===== config.mk =====
export PLATFORM = sky130hd
export DESIGN_NAME = fl_scan_reg_bank
export DESIGN_NICKNAME = d
export VERILOG_FILES = /design/src/rtl/fl_scan_reg_bank_pkg.sv /design/src/rtl/fl_scan_chan.sv /design/src/rtl/fl_scan_reg_bank.sv
export SDC_FILE = /design/constraint.sdc
export NUM_CORES = 1
export LEC_CHECK = 0
export CAP_MARGIN = 20
export CORE_MARGIN = 2
export CORE_UTILIZATION = 25
export CTS_CLUSTER_DIAMETER = 150
export DETAILED_ROUTE_END_ITERATION = 10
export PLACE_DENSITY = 0.52
export SYNTH_ARGS = -nofsm -noshare
export SYNTH_HDL_FRONTEND = slang
export SYNTH_SLANG_ARGS = --single-unit

===== constraint.sdc =====
create_clock -name CK -period 5.14 [get_ports CK]
set_clock_uncertainty 0.1 [all_clocks]
set_input_delay 1.542 -clock CK [delete_from_list [all_inputs] [get_ports CK]]
set_output_delay 1.542 -clock CK [all_outputs]
set_load 0.03 [all_outputs]

===== src/rtl/fl_scan_reg_bank_pkg.sv =====
// rtl/fl_scan_reg_bank_pkg.sv - shared types and helpers for the scan register bank
//
// Contents:
//   scan_state_t : chain state (IDLE, SHIFT, FULL_ST)
//   cnt_width()  : bits needed to count 0..total inclusive
//   chan_lsb()   : LSB position of a channel inside the flat bus

package fl_scan_reg_bank_pkg;

    typedef enum logic [1:0] {
        IDLE    = 2'd0,
        SHIFT   = 2'd1,
        FULL_ST = 2'd2
    } scan_state_t;

    // The counter must represent TOTAL itself, hence total+1 values.
    function automatic int cnt_width(input int total);
        return (total < 1) ? 1 : $clog2(total + 1);
    endfunction

    // Channel c occupies bits [c*width +: width]; channel 0 is at the LSB end.
    function automatic int chan_lsb(input int chan, input int width);
        return chan * width;
    endfunction

endpackage


===== src/rtl/fl_scan_chan.sv =====
// rtl/fl_scan_chan.sv - one channel of capture/shadow registers with masked load
//
// Ports:
//   clk       : clock, rising edge
//   rst       : synchronous active-high reset, loads INIT into r and q
//   shift_en  : shift r left by one, scan_in entering at bit 0
//   scan_in   : serial input (chain input or MSB of the previous channel)
//   load_en   : functional load, r and q both take d
//   commit_en : shadow update, q takes r
//   d         : parallel data for this channel
//   r         : capture register (part of the scan chain)
//   q         : shadow register (visible output)
//
// The top guarantees shift_en, load_en and commit_en are never asserted
// together; the priority order below only documents intent.

module fl_scan_chan #(
    parameter int               WIDTH = 8,
    parameter logic [WIDTH-1:0] INIT  = '0
) (
    input  logic             clk,
    input  logic             rst,
    input  logic             shift_en,
    input  logic             scan_in,
    input  logic             load_en,
    input  logic             commit_en,
    input  logic [WIDTH-1:0] d,
    output logic [WIDTH-1:0] r,
    output logic [WIDTH-1:0] q
);

    logic [WIDTH-1:0] r_shifted;

    generate
        if (WIDTH == 1) begin : g_w1
            assign r_shifted = scan_in;
        end else begin : g_wn
            assign r_shifted = {r[WIDTH-2:0], scan_in};
        end
    endgenerate

    always_ff @(posedge clk) begin
        if (rst) begin
            r <= INIT;
            q <= INIT;
        end else if (shift_en) begin
            r <= r_shifted;
        end else if (load_en) begin
            // Functional load updates both so q behaves like a plain DFF.
            r <= d;
            q <= d;
        end else if (commit_en) begin
            q <= r;
        end
    end

endmodule


===== src/rtl/fl_scan_reg_bank.sv =====
// rtl/fl_scan_reg_bank.sv - multi-channel register bank with scan chain and protected shadow update
//
// Ports:
//   CK   : clock, rising edge
//   CD   : synchronous active-high reset (overrides SP)
//   SP   : global clock enable; 0 freezes all state
//   SD   : 0 = functional (D0 load / UPD), 1 = scan shift
//   CE   : per-channel functional load enable
//   D0   : parallel data, channel c at [c*WIDTH +: WIDTH]
//   SI   : serial scan in (enters at bit 0)
//   UPD  : shadow update strobe
//   Q    : shadow register contents
//   SO   : serial scan out, capture MSB
//   FULL : TOTAL shifts accumulated since last update/reset
//   ERR  : one-cycle pulse when UPD arrives with an incomplete chain

module fl_scan_reg_bank
    import fl_scan_reg_bank_pkg::*;
#(
    parameter int                        WIDTH    = 8,
    parameter int                        CHANNELS = 4,
    parameter logic [WIDTH*CHANNELS-1:0] INIT     = '0
) (
    input  logic                      CK,
    input  logic                      CD,
    input  logic                      SP,
    input  logic                      SD,
    input  logic [CHANNELS-1:0]       CE,
    input  logic [WIDTH*CHANNELS-1:0] D0,
    input  logic                      SI,
    input  logic                      UPD,
    output logic [WIDTH*CHANNELS-1:0] Q,
    output logic                      SO,
    output logic                      FULL,
    output logic                      ERR
);

    localparam int             TOTAL   = WIDTH * CHANNELS;
    localparam int             CW      = cnt_width(TOTAL);
    localparam logic [CW-1:0]  TOTAL_C = CW'(TOTAL);

    scan_state_t   state;
    logic [CW-1:0] count;
    logic [CW-1:0] count_inc;
    logic          err_q;
    logic [TOTAL-1:0] r;
    // chain[0] is SI, chain[i] is r[i-1]; chain[TOTAL] is the scan output.
    logic [TOTAL:0]   chain;

    logic do_shift;
    logic upd_cmd;
    logic do_commit;
    logic do_load;

    assign chain = {r, SI};

    // Shift wins over UPD; UPD wins over functional load.
    assign do_shift  = SP & SD;
    assign upd_cmd   = SP & ~SD & UPD;
    assign do_commit = upd_cmd & (state != SHIFT);
    // Functional traffic is locked out while a scan is in progress.
    assign do_load   = SP & ~SD & ~UPD & (state == IDLE);

    assign count_inc = (count == TOTAL_C) ? TOTAL_C : count + CW'(1);

    always_ff @(posedge CK) begin
        if (CD) begin
            state <= IDLE;
            count <= '0;
            err_q <= 1'b0;
        end else if (!SP) begin
            err_q <= 1'b0;
        end else begin
            err_q <= 1'b0;
            if (SD) begin
                count <= count_inc;
                state <= (count_inc == TOTAL_C) ? FULL_ST : SHIFT;
            end else if (UPD) begin
                if (state == SHIFT) begin
                    // Incomplete chain: refuse the update, keep everything.
                    err_q <= 1'b1;
                end else begin
                    state <= IDLE;
                    count <= '0;
                end
            end
        end
    end

    generate
        for (genvar c = 0; c < CHANNELS; c++) begin : g_chan
            localparam int LSB = chan_lsb(c, WIDTH);

            fl_scan_chan #(
                .WIDTH (WIDTH),
                .INIT  (INIT[LSB +: WIDTH])
            ) u_chan (
                .clk       (CK),
                .rst       (CD),
                .shift_en  (do_shift),
                .scan_in   (chain[LSB]),
                .load_en   (do_load & CE[c]),
                .commit_en (do_commit),
                .d         (D0[LSB +: WIDTH]),
                .r         (r[LSB +: WIDTH]),
                .q         (Q[LSB +: WIDTH])
            );
        end
    endgenerate

    assign SO   = chain[TOTAL];
    assign FULL = (state == FULL_ST);
    assign ERR  = err_q;

endmodule


==> impl_metrics.toml <==
[run_status]
status = "finished clean"

[finish]
n_antenna_cell = 0
final_cell_mix = "clkdlybuf4s50_1, dfxtp_1, nand2_1"
syn2layout_area_growth_pct = 36.0
final_layout_size_suffix_gt1_share_pct = 6.90
layout_commonest_cell = "clkdlybuf4s50_1"
fin_area_sq_um = 4530
finalNetCount = 503

[place]
place_area_sq_um = 4180
portBuffers = 76
gp_congestion = 0.795
dp_hpwl_mm = 6.41

[floorplanning]
die-area_sq_um = 14300
die_w_microns = 119
ios = 77
die-height_microns = 119
start_util_pct = 25.4
rows = 42
core_sq_um = 13100

[sta]
worst_pin_slew_ps = 658
finalSetupTns_ps = 0
relSlewSlack_pct = 56.2
final.min_clock_period_ps = 3380
fin_crit_sh_pct = 65.8
max_freq_mhz = 296
hold_violations = 0
report.final.slew_viol_count = 0
finalSetupViolations = 0
rsz0062_at_grt = "false"

[detailed_routing]
drc_errors = 0
drtAntennaViolNets = 0
wl_per_cell_microns = 14.8
vias = 3190
totalWireLength_mm = 9.48
first_iter_violations = 151
viasPerCell = 4.98
drtPass1Iterations = 6

[logic_synthesis]
synth_nets = 444
postSynthCellCount = 400
syn_area_sq_um = 3330
yosys_warnings = 0
yosysUniqueCellTypes = 36
ys_seq_elements = 73
ys_async_sr_fraction_pct = 0
synth_edf_count = 0
netlist_top_cells_area = "dfxtp_1, a311oi_1, nand2_1"
postSynth.topFlopCell = "dfxtp_1"
syn_avg_cell_area_sq_um = 8.33
yosysTopAreaCell = "dfxtp_1"
synth-seq-area-share_pct = 43.9
synth_top_area_share_pct = 43.9

[grt]
grt_max_degree = 61
grt_pass1_wl_mm = 15.5
antenna_found_initial = 0
grtUsageTotal_pct = 13.5
grt_pass1_vias = 2977
overflow = 0

[cts]
htree_num_levels = 3
clock_sinks = 73
clkTransAtPathRegs_ps = 60
clockRootBuffer = "clkbuf_16"
cts_buffer_depth = 2
hold_buffers = 0
clk_latency_ps = 330
cts-buffers-inserted = 9
tritoncts = "done"
cts_setup_buffers = 0
postCtsResizedCells = 0

[pwr]
power_density_nw_per_um2 = 346
ir_worst_vdd_uv = 147
finalPower_w = 0.00157
leakagePower_nw = 1.58

[min_path]
worstHoldPathType = "reg -> reg"

[setup_path]
crit_arrival_ps = 3510
critPathMaxStageDelay_ps = 530
crit_path_top_delay_cell = "clkdlybuf4s50_1"
crit_path_start_kind = "input pin"
cp_max_fo = 60
crit_type = "in -> reg"
path_cells = "clkdlybuf4s50_1 -> nand2_4 -> buf_4 -> nor2_1 -> a311oi_1"
timing.critical_path.max_delay_family = "buffers and inverters"
critPathRequiredTime_ps = 5270
cp_num_buf_inv = 2
cp-end-kind = "flop"

[flow_run]
maxCapViolCount = 0
==> kinds of logic after synthesis <==
group | share of synthesized area [%]
AO/OA/AOI/OAI | 28.7
XOR/XNOR | 0.526
adder cells (fa/ha/maj) | 0.751
buffers and inverters | 5.26
flip-flops | 43.9
AND/OR/NAND/NOR | 20.9
==> power by group <==
| part | internal (W) | switching, W | leakage [nW] |
|---|---|---|---|
| Clock | 0.000480 | 0.000243 | 0.172 |
| Combinational | 0.0000949 | 0.000124 | 0.809 |
| Sequential | 0.000601 | 0.0000248 | 0.599 |
==> flip-flops by register name (all words and copies together), names as in the netlist <==
register and count:
count 6, g_chan.u_chan.q 32, ERR 1, state 2, g_chan.u_chan.r 32
==> metrics by stage <==
| stage | hold slack (ps) | setup slack (ps) | utilization, % | instances |
|---|---|---|---|---|
| 2_1_floorplan | 368 | 2350 | - | 400 |
| 3_3_place_gp | 382 | 1490 | 31.8 | 624 |
| 3_5_place_dp | 386 | 1400 | 31.8 | 624 |
| 4_1_cts | 397 | 1730 | 34.5 | 640 |
| 5_1_grt | 411 | 1560 | 34.5 | 640 |
| 6_report | 396 | 1760 | 34.5 | 640 |
==> cell usage after synthesis (4+ instances only) <==
cell type  count
nand2b_1       5
o31ai_1        4
a211oi_1      20
inv_1          5
clkbuf_1      19
nor2_1        51
nand3b_2       4
a21oi_1       22
o21ai_0       18
buf_2          8
o22ai_1       32
nand2_1       68
a211oi_2       4
buf_6          4
and3b_1        4
a311oi_1      32
dfxtp_1       73
==> layout make-up <==
cell class                 instances  area (sq um)
fill                            1384          8610
multi-input combinational        291          1700
sequential                        73          1460
timing repair buffer              79           778
clock buffer                      13           280
tap                              176           220
clock inverter                     3          68.8
inverter                           5          18.8
==> worst register-to-register path: stages (launching register included) <==
cell	delay [ps]
dfxtp_1	360
nor4b_4	560
and3b_1	430
nand2_1	100
a311oi_1	300
==> path summary, 6_finish.rpt <==
path | cells after the start | start | endpoint | slack [ps]
setup / recovery | 5 | SD | g_chan[0].u_chan.r[3]$_SDFFE_PP0P_ | 1760
hold / removal | 2 | g_chan[2].u_chan.q[4]$_SDFFE_PP0P_ | g_chan[2].u_chan.q[4]$_SDFFE_PP0P_ | 400
setup reg to reg | 4 | state[0]$_SDFFE_PP0P_ | g_chan[0].u_chan.r[3]$_SDFFE_PP0P_ | 3190
hold reg to reg | 2 | g_chan[2].u_chan.q[4]$_SDFFE_PP0P_ | g_chan[2].u_chan.q[4]$_SDFFE_PP0P_ | 400
==> per-layer routing <==
layer  part of all wire, %  vias to the layer above  track usage [%]
met1                    46                     1498             17.3
met2                    48                       91             21.9
met4                  0.95                        0             3.16
li1                      -                     1591                -
met3                   5.2                       10             4.50
met5                     0                        -                0
Note: power is estimated with default switching activity, not from simulation.
